## src/rtl/posit_comp_arb_if.sv

```systemverilog
// posit_comp_arb_if
// Groups the requester, shared-unit and response signals of posit_comp_arb.
//   req_valid/req_ready/req_data/req_mode : NREQ requesters (32-bit word + 2-bit mode each)
//   comp_in/comp_mode/comp_out            : shared combinational complement unit
//   rsp_valid/rsp_ready/rsp_data/rsp_mode/rsp_id : result stream
// Handshake rule for every valid/ready pair: a transfer happens on a rising
// clk edge where valid and ready are both high; the producer holds its payload
// stable while valid is high and ready is low (a requester may drop valid
// before acceptance). ready may depend combinationally on valid.
// slave modport: the arbiter. master modport: requesters, unit and consumer.
interface posit_comp_arb_if #(
  parameter int NREQ = 4,
  parameter int IDW  = 2
);
  logic [NREQ-1:0]    req_valid;
  logic [NREQ-1:0]    req_ready;
  logic [NREQ*32-1:0] req_data;
  logic [NREQ*2-1:0]  req_mode;
  logic [31:0]        comp_in;
  logic [1:0]         comp_mode;
  logic [31:0]        comp_out;
  logic               rsp_valid;
  logic               rsp_ready;
  logic [31:0]        rsp_data;
  logic [1:0]         rsp_mode;
  logic [IDW-1:0]     rsp_id;

  modport slave (
    input  req_valid, req_data, req_mode, comp_out, rsp_ready,
    output req_ready, comp_in, comp_mode, rsp_valid, rsp_data, rsp_mode, rsp_id
  );

  modport master (
    output req_valid, req_data, req_mode, comp_out, rsp_ready,
    input  req_ready, comp_in, comp_mode, rsp_valid, rsp_data, rsp_mode, rsp_id
  );
endinterface

```

## src/rtl/posit_comp_arb.sv

```systemverilog
// posit_comp_arb
// Round-robin arbiter and two-stage pipeline that shares one lane-configurable
// posit two's-complement unit among NREQ requesters.
//   clk, rst  : clock, asynchronous active-high reset
//   bus       : posit_comp_arb_if.slave (requests, shared unit, responses)
//   done_cnt  : saturating count of completed responses
//   dbg_ptr   : round-robin pointer (index of last accepted requester)
// Stage 1 holds the granted operand and drives the shared unit; stage 2
// captures the unit result and presents it on the response port.
module posit_comp_arb #(
  parameter int NREQ = 4,
  parameter int IDW  = 2,
  parameter int CNTW = 16
) (
  input  logic              clk,
  input  logic              rst,
  posit_comp_arb_if.slave   bus,
  output logic [CNTW-1:0]   done_cnt,
  output logic [IDW-1:0]    dbg_ptr
);

  logic            s1_v_q, s1_v_d;
  logic [31:0]     s1_data_q, s1_data_d;
  logic [1:0]      s1_mode_q, s1_mode_d;
  logic [IDW-1:0]  s1_id_q, s1_id_d;
  logic            s2_v_q, s2_v_d;
  logic [31:0]     s2_data_q, s2_data_d;
  logic [1:0]      s2_mode_q, s2_mode_d;
  logic [IDW-1:0]  s2_id_q, s2_id_d;
  logic [IDW-1:0]  ptr_q, ptr_d;
  logic [CNTW-1:0] cnt_q, cnt_d;

  logic            adv2;
  logic            can_load;
  logic            gnt_found;
  int              gnt_int;
  logic            accept;
  logic [1:0]      raw_mode;

  always_comb begin
    adv2     = s1_v_q & (~s2_v_q | bus.rsp_ready);
    can_load = ~s1_v_q | adv2;

    // Search ptr+1, ptr+2, ... modulo NREQ; first valid requester wins.
    gnt_found = 1'b0;
    gnt_int   = 0;
    for (int k = 1; k <= NREQ; k++) begin
      int idx;
      idx = int'(ptr_q) + k;
      if (idx >= NREQ) idx = idx - NREQ;
      if (!gnt_found && bus.req_valid[idx]) begin
        gnt_found = 1'b1;
        gnt_int   = idx;
      end
    end

    accept        = can_load & gnt_found;
    bus.req_ready = '0;
    if (accept) bus.req_ready[gnt_int] = 1'b1;

    raw_mode = bus.req_mode[gnt_int*2 +: 2];

    s1_v_d    = s1_v_q;
    s1_data_d = s1_data_q;
    s1_mode_d = s1_mode_q;
    s1_id_d   = s1_id_q;
    if (accept) begin
      s1_v_d    = 1'b1;
      s1_data_d = bus.req_data[gnt_int*32 +: 32];
      // 2'b11 and 2'b10 both mean one 32-bit lane; keep a single encoding.
      s1_mode_d = raw_mode[1] ? 2'b10 : raw_mode;
      s1_id_d   = IDW'(gnt_int);
    end else if (adv2) begin
      s1_v_d = 1'b0;
    end

    s2_v_d    = s2_v_q;
    s2_data_d = s2_data_q;
    s2_mode_d = s2_mode_q;
    s2_id_d   = s2_id_q;
    if (adv2) begin
      s2_v_d    = 1'b1;
      s2_data_d = bus.comp_out;
      s2_mode_d = s1_mode_q;
      s2_id_d   = s1_id_q;
    end else if (bus.rsp_ready) begin
      s2_v_d = 1'b0;
    end

    ptr_d = accept ? IDW'(gnt_int) : ptr_q;

    cnt_d = cnt_q;
    if (s2_v_q && bus.rsp_ready && (cnt_q != {CNTW{1'b1}})) cnt_d = cnt_q + 1'b1;
  end

  always_ff @(posedge clk or posedge rst) begin
    if (rst) begin
      s1_v_q    <= 1'b0;
      s1_data_q <= '0;
      s1_mode_q <= '0;
      s1_id_q   <= '0;
      s2_v_q    <= 1'b0;
      s2_data_q <= '0;
      s2_mode_q <= '0;
      s2_id_q   <= '0;
      ptr_q     <= IDW'(NREQ - 1);
      cnt_q     <= '0;
    end else begin
      s1_v_q    <= s1_v_d;
      s1_data_q <= s1_data_d;
      s1_mode_q <= s1_mode_d;
      s1_id_q   <= s1_id_d;
      s2_v_q    <= s2_v_d;
      s2_data_q <= s2_data_d;
      s2_mode_q <= s2_mode_d;
      s2_id_q   <= s2_id_d;
      ptr_q     <= ptr_d;
      cnt_q     <= cnt_d;
    end
  end

  assign bus.comp_in   = s1_data_q;
  assign bus.comp_mode = s1_mode_q;
  assign bus.rsp_valid = s2_v_q;
  assign bus.rsp_data  = s2_data_q;
  assign bus.rsp_mode  = s2_mode_q;
  assign bus.rsp_id    = s2_id_q;
  assign done_cnt      = cnt_q;
  assign dbg_ptr       = ptr_q;

endmodule
```

## src/flat_wrapper.sv

```systemverilog
// flat-port wrapper written by rule: the top's interface ports become plain ports
module posit_comp_arb_flat 
#(
  parameter int NREQ = 4,
  parameter int IDW  = 2,
  parameter int CNTW = 16
)
  (clk, rst, done_cnt, dbg_ptr, bus_req_valid, bus_req_data, bus_req_mode, bus_comp_out, bus_rsp_ready, bus_req_ready, bus_comp_in, bus_comp_mode, bus_rsp_valid, bus_rsp_data, bus_rsp_mode, bus_rsp_id);
  posit_comp_arb_if #(.NREQ(NREQ), .IDW(IDW)) bus_i ();
  input  logic clk;
  input  logic rst;
  output logic [CNTW-1:0] done_cnt;
  output logic [IDW-1:0] dbg_ptr;
  input wire logic [$bits(bus_i.req_valid)-1:0] bus_req_valid;
  input wire logic [$bits(bus_i.req_data)-1:0] bus_req_data;
  input wire logic [$bits(bus_i.req_mode)-1:0] bus_req_mode;
  input wire logic [$bits(bus_i.comp_out)-1:0] bus_comp_out;
  input wire logic [$bits(bus_i.rsp_ready)-1:0] bus_rsp_ready;
  output wire logic [$bits(bus_i.req_ready)-1:0] bus_req_ready;
  output wire logic [$bits(bus_i.comp_in)-1:0] bus_comp_in;
  output wire logic [$bits(bus_i.comp_mode)-1:0] bus_comp_mode;
  output wire logic [$bits(bus_i.rsp_valid)-1:0] bus_rsp_valid;
  output wire logic [$bits(bus_i.rsp_data)-1:0] bus_rsp_data;
  output wire logic [$bits(bus_i.rsp_mode)-1:0] bus_rsp_mode;
  output wire logic [$bits(bus_i.rsp_id)-1:0] bus_rsp_id;
  assign bus_i.req_valid = bus_req_valid;
  assign bus_i.req_data = bus_req_data;
  assign bus_i.req_mode = bus_req_mode;
  assign bus_i.comp_out = bus_comp_out;
  assign bus_i.rsp_ready = bus_rsp_ready;
  assign bus_req_ready = bus_i.req_ready;
  assign bus_comp_in = bus_i.comp_in;
  assign bus_comp_mode = bus_i.comp_mode;
  assign bus_rsp_valid = bus_i.rsp_valid;
  assign bus_rsp_data = bus_i.rsp_data;
  assign bus_rsp_mode = bus_i.rsp_mode;
  assign bus_rsp_id = bus_i.rsp_id;
  posit_comp_arb #(.NREQ(NREQ), .IDW(IDW), .CNTW(CNTW)) u_core (.clk(clk), .rst(rst), .bus(bus_i), .done_cnt(done_cnt), .dbg_ptr(dbg_ptr));
endmodule
```

## config.mk

```make
export PLATFORM = sky130hd
export DESIGN_NAME = posit_comp_arb_flat
export DESIGN_NICKNAME = d
export VERILOG_FILES = /design/src/rtl/posit_comp_arb_if.sv /design/src/rtl/posit_comp_arb.sv /design/src/flat_wrapper.sv
export SDC_FILE = /design/constraint.sdc
export NUM_CORES = 1
export LEC_CHECK = 0
export BUFFER_PORTS_ARGS = -buffer_cell sky130_fd_sc_hd__buf_4
export CORE_AREA = 3 3 116 118
export DETAILED_ROUTE_END_ITERATION = 10
export DIE_AREA = 0 0 119 121
export PLACE_DENSITY = 0.79
export SKIP_CTS_REPAIR_TIMING = 1
export SYNTH_ARGS = -nofsm -noshare
export SYNTH_HDL_FRONTEND = slang
export SYNTH_SLANG_ARGS = --single-unit
export TNS_END_PERCENT = 50
```

## constraint.sdc

```tcl
create_clock -name clk -period 8.39 [get_ports clk]
set_input_delay 0.4195 -clock clk [delete_from_list [all_inputs] [get_ports clk]]
set_output_delay 0.4195 -clock clk [all_outputs]
set_load 0.005 [all_outputs]
```

# Word level (Yosys, flattened, before mapping)
# Index checks and enable logic that the tools add are counted.
[classes] shift=2 reduce_logical=11 n_mux=32 n_bitwise=6 add_sub_neg=9 n_eq_ne=1 n_lt_le_gt_ge=10
[op_table] cell="2-to-1 mux 32 bit" n=8
[op_table] cell="< comparator 32 x 4 -> 1 bit, second input constant" n=5
[op_table] cell="greater-or-equal comparator 32 x 4 -> 1 bit, second input constant" n=4
[op_table] cell="indexed part select 128 x 32 -> 32 bit" n=1
[op_table] cell="subtractor 32 x 4 -> 32 bit, second input constant" n=4
[op_table] cell="greater-or-equal comparator 32 x 1 -> 1 bit, second input constant" n=1
[op_table] cell="indexed part select 8 x 32 -> 2 bit" n=1
[op_table] cell="2-to-1 mux 1 bit" n=17
[op_table] cell="adder 16 x 1 -> 16 bit, second input constant" n=1
[op_table] cell="inequality test 16 bit, second input constant" n=1
[op_table] cell="binary-select mux 1 bit (select 2 bit)" n=4
[op_table] cell="adder 2 x 2 -> 3 bit, second input constant" n=2
[op_table] cell="logical AND 1 bit" n=6
[op_table] cell="adder 2 x 3 -> 4 bit, second input constant" n=1
[op_table] cell="2-to-1 mux 4 bit" n=1
[op_table] cell="nonzero test 2 bit" n=2
[op_table] cell="adder 2 x 1 -> 3 bit, second input constant" n=1
[op_table] cell="logical NOT 1 bit" n=3
[op_table] cell="AND 1 bit" n=2
[op_table] cell="demux 1 bit (select 2 bit)" n=1
[op_table] cell="2-to-1 mux 2 bit" n=1
[op_table] cell="inverter 1 bit" n=2
[op_table] cell="OR 1 bit" n=2
[totals] wordCells=81 regBits=92

# Longest topological paths before layout
[logic_depth] ltp_word=21 ltp_mapped=13 depth_no_buf=9

# Least setup slack after synthesis
# No wires, ideal clock.
[synth_timing] path_type="reg-to-output" from="register u_core.ptr_q[0], in the netlist u_core.dbg_ptr[0]" to="output bus_req_ready[0]" path_slack_ns=5.084 stages_incl_launch_ff=13 required_ns=7.970 t_arrival_ns=2.887 path_cell_list="dfstp_2 buf_6 clkbuf_1 inv_1 ha_1 buf_2 or2_2 o221ai_1 o31ai_1 o211ai_1 buf_2 buf_2 and3_1"
[synth_between] elab_chain_len=21
[synth_rtl] element="start: declaration" line="posit_comp_arb.sv:30" text="logic [IDW-1:0] ptr_q, ptr_d;"
[synth_rtl] element="start signal: assignment" line="posit_comp_arb.sv:106" text="ptr_q <= IDW'(NREQ - 1);"
[synth_rtl] element="start signal: assignment" line="posit_comp_arb.sv:117" text="ptr_q <= ptr_d;"
[synth_rtl] element="adder 2 x 1 -> 3 bit" line="posit_comp_arb.sv:49" text="idx = int'(ptr_q) + k;"
[synth_rtl] element="subtractor 32 x 4 -> 32 bit / greater-or-equal comparator 32 x 4 -> 1 bit (equally long branches)" line="posit_comp_arb.sv:50" text="if (idx >= NREQ) idx = idx - NREQ;"
[synth_rtl] element="2-to-1 mux 32 bit" line="posit_comp_arb.sv:50"
[synth_rtl] element="binary-select mux 1 bit (select 2 bit)" line="posit_comp_arb.sv:51" text="if (!gnt_found && bus.req_valid[idx]) begin"
[synth_rtl] element="2-to-1 mux 1 bit (not written as such) (2 in series)" line="posit_comp_arb.sv:51"
[synth_rtl] element="2-to-1 mux 1 bit" line="posit_comp_arb.sv:51"
[synth_rtl] element="logical NOT 1 bit" line="posit_comp_arb.sv:51"
[synth_rtl] element="logical AND 1 bit" line="posit_comp_arb.sv:51"
[synth_rtl] element="(+4 left out)"
[synth_rtl] element="logical NOT 1 bit" line="posit_comp_arb.sv:51"
[synth_rtl] element="logical AND 1 bit" line="posit_comp_arb.sv:51"
[synth_rtl] element="2-to-1 mux 32 bit" line="posit_comp_arb.sv:51"
[synth_rtl] element="greater-or-equal comparator 32 x 1 -> 1 bit (not written as such) / < comparator 32 x 4 -> 1 bit (equally long branches)" line="posit_comp_arb.sv:59" text="if (accept) bus.req_ready[gnt_int] = 1'b1;"
[synth_rtl] element="logical AND 1 bit (not written as such)" line="posit_comp_arb.sv:59"
[synth_rtl] element="2-to-1 mux 1 bit (not written as such)" line="posit_comp_arb.sv:59"
[synth_rtl] element="demux 1 bit (select 2 bit)"
[synth_rtl] element="2-to-1 mux 4 bit (*)" line="posit_comp_arb.sv:59"
[synth_rtl] element="end: declaration" line="flat_wrapper.sv:19" text="output wire logic [$bits(bus_i.req_ready)-1:0] bus_req_ready;"
# Mark *: on every way between the ends. The rest lies on a longest branch, timed or not. The select of a mux whose other input is x is not followed.

# Worst setup path in the final report
# Ends and elaborated chain as after synthesis.

==> flow_metrics.py <==
metrics = {
    "sta": {
        "period_needed_ps": 3970,
        "setup_viol": 0,
        "timing.slew.headroom_pct": 26.6,
        "hold_violations": 0,
        "rsz0062_at_grt": "false",
        "slew_viol_final": 0,
        "tns_ps": 0,
        "worst_pin_slew_ps": 1100,
        "period_share_pct": 47.4,
        "finClkSkew_ps": 6.52,
        "max_freq_mhz": 252,
    },
    "placement": {
        "place.port_buffers": 267,
        "dp_hpwl_mm": 11.7,
        "dp_cells": 891,
        "place_congestion": 0.876,
    },
    "yosys": {
        "async_flop_share_pct": 100,
        "syn-num-nets": 662,
        "synth_edf_count": 0,
        "synthCells": 483,
        "avgSynthCellArea_um2": 10.3,
        "ys_warn_count": 0,
        "synth_cell_types": 43,
        "synth_ff_type": "dfrtp_1",
        "ys_seq_area_share_pct": 46.4,
        "syn-cell-area_mm2": 0.00497,
        "yosys_register_bits": 92,
    },
    "finish": {
        "syn2layout_area_growth_pct": 49.5,
        "final_layout_size_suffix_gt1_share_pct": 46.3,
        "instances_no_fill": 907,
        "final_nets": 909,
        "final_common_cell": "buf_4",
        "fill_cells": 1068,
        "num_antenna_cells": 0,
        "finalCoreUtilization_pct": 59.1,
        "layout_common_cells": "buf_4, dfrtp_1, nand2_1, mux2_2, a31oi_1",
    },
    "route": {
        "drtPass1Iterations": 4,
        "vias": 4685,
        "avgRoutedWirePerCell_um": 17.1,
        "dr.first_iter.drc_count": 352,
        "viasPerCell": 5.17,
        "ant_nets": 0,
        "finalWirelength_mm": 15.5,
        "remaining_drc_errors": 0,
    },
    "min_path": {
        "hold_path_class": "in2reg",
    },
    "die": {
        "die_h_um": 121,
        "dieArea_mm2": 0.0144,
        "io_pins": 268,
        "core_area_mm2": 0.0126,
        "row_count": 41,
        "die_width_um": 119,
        "initial_core_util_pct": 39.5,
    },
    "grt": {
        "grt_max_degree": 93,
        "antenna_found_initial": 0,
        "grt_pass1_wl_mm": 23.8,
        "grt_pass1_vias": 4731,
        "grtUsageTotal_pct": 20.8,
        "gr-total-overflow": 0,
    },
    "cts": {
        "clkTransAtPathRegs_ps": 70,
        "clockBufferDepth": 2,
        "clock_latency_ps": 340,
        "htree_levels": 3,
        "cts-root-buf": "clkbuf_16",
        "clock-sinks": 92,
        "cts_buffers": 9,
        "cts_tree": "yes",
    },
    "critical_path": {
        "cp_max_fo": 36,
        "worst-endpoint-arrival_ps": 3550,
        "critPathKind": "reg2out",
        "startpoint_type": "flop",
        "r2r_slack_ps": 4840,
        "crit_required_ps": 7970,
        "endpoint_kind": "primary output",
    },
    "power": {
        "cellPowerDensity_mw_per_mm2": 312,
        "p_leak_nw": 3.58,
        "power_switching_w": 0.000851,
        "swShare_pct": 36.7,
        "p_int_w": 0.00146,
        "peakVddDrop_uv": 197,
        "seqPwrFrac_pct": 30.3,
        "clockPowerShare_pct": 20.5,
        "pwr-share-comb_pct": 49.2,
    },
    "flow_run": {
        "drv_cap": 0,
    },
    "status": {
        "status": "complete, no violations",
    },
}
-- power by group through the flow --
stage | Clock (W) | Sequential [W] | Combinational [W]
5_1_grt | 0.000504 | 0.000724 | 0.00126
6_report | 0.000475 | 0.000702 | 0.00114
3_5_place_dp | 0 | 0.000704 | 0.00115
4_1_cts | 0.000485 | 0.000702 | 0.00115
3_3_place_gp | 0 | 0.000700 | 0.00112
2_1_floorplan | 0 | 0.000679 | 0.000737
-- final cells by class --
| class | instances | area, um2 | share of cell area (%) |
|---|---|---|---|
| clock buffers | 11 | 253 | 3.40 |
| clock inverters | 5 | 106 | 1.43 |
| inverters | 6 | 25.0 | 0.337 |
| multi-input cells | 348 | 2470 | 33.3 |
| flip-flops and latches | 92 | 2300 | 31.0 |
| well taps | 172 | 215 | 2.90 |
| repair buffers | 273 | 2050 | 27.6 |
-- sequential cells by signal, summed over array words and instances (netlist names) --
register	count
u_core.bus.comp_mode	2
u_core.bus.rsp_id	2
u_core.bus.rsp_valid	1
u_core.bus.rsp_data	32
u_core.dbg_ptr	2
u_core.bus.rsp_mode	2
u_core.bus.comp_in	32
u_core.s1_v_q	1
u_core.done_cnt	16
u_core.s1_id_q	2
-- cell families after synthesis --
logic type | Yosys count | synth area share, %
and+or+nand+nor | 156 | 15.2
AOI/OAI and AO/OA | 118 | 18.0
DFF | 92 | 46.4
muxes | 53 | 12.0
buffers and inverters | 43 | 4.43
xor gates and xnor gates | 17 | 3.00
adders and majority gates | 4 | 1.01
-- worst max-delay path: stages (launching register included) --
cell     delay [ps]
dfstp_2         790
inv_1           180
ha_1            550
mux2_4          370
a21oi_4         170
a31oi_1         110
or2_1           240
nor2b_2         150
buf_4           260
and3_1          240
buf_4           130
-- routing by layer --
layer	wire, um	global-route usage, %	up-vias
met2	7710	36.0	222
met5	0	0	-
met3	1310	4.90	28
met1	6020	25.0	2188
met4	432	8.54	0
li1	-	-	2247
-- worst paths after layout --
| kind | startpoint | to | depth (start not counted) |
|---|---|---|---|
| worst max-delay path | u_core.dbg_ptr[0]$_DFFE_PP1P_ | bus_req_ready[0] | 10 |
| min in group asynchronous | rst | u_core.bus.rsp_data[13]$_DFFE_PP0P_ | 2 |
| worst min-delay path | bus_comp_out[26] | u_core.bus.rsp_data[26]$_DFFE_PP0P_ | 2 |
| worst min register to register | u_core.s1_id_q[1]$_DFFE_PP0P_ | u_core.s1_id_q[1]$_DFFE_PP0P_ | 1 |
| worst max register to register | u_core.dbg_ptr[0]$_DFFE_PP1P_ | u_core.bus.comp_in[17]$_DFFE_PP0P_ | 9 |
| max in group asynchronous | rst | u_core.bus.comp_mode[0]$_DFFE_PP0P_ | 2 |
-- synthesized netlist by cell type (2+ instances only) --
library cell   n  area (um2)
dfrtp_1       90        2250
nand2_1       78         293
mux2_2        40         450
a31oi_1       34         213
a22o_1        33         289
a211oi_1      31         233
and2_0        24         150
buf_2         17        85.1
clkbuf_1      15        56.3
nor2_1        15        56.3
mux2i_1       11         110
xnor2_1       10        87.6
and2_1         9        56.3
xor2_1         7        61.3
and3_1         6        37.5
inv_1          6        22.5
buf_6          5        56.3
nand2b_1       5        31.3
ha_1           4        50.1
nand4_1        4        25.0
and4_1         3        26.3
nor2b_1        3        18.8
nor3b_1        3        22.5
o211ai_1       3        22.5
o31ai_1        3        22.5
a21o_1         2        15.0
a21oi_1        2        10.0
a221oi_1       2        17.5
dfstp_2        2        52.6
nand3_1        2        10.0
or2_1          2        12.5
-- through the flow --
| step | setup WS, ps | hold slack (ps) | area, um2 | power, W |
|---|---|---|---|---|
| global route | 4220 | 308 | 7430 | 0.00249 |
| floorplan | 5080 | 446 | 4970 | 0.00142 |
| CTS | 4400 | 300 | 7430 | 0.00234 |
| detailed placement | 4800 | 482 | 7070 | 0.00185 |
| finish | 4420 | 311 | 7430 | 0.00232 |
| global placement | 4880 | 471 | 7070 | 0.00182 |
Note: power is estimated with default switching activity, not from simulation.
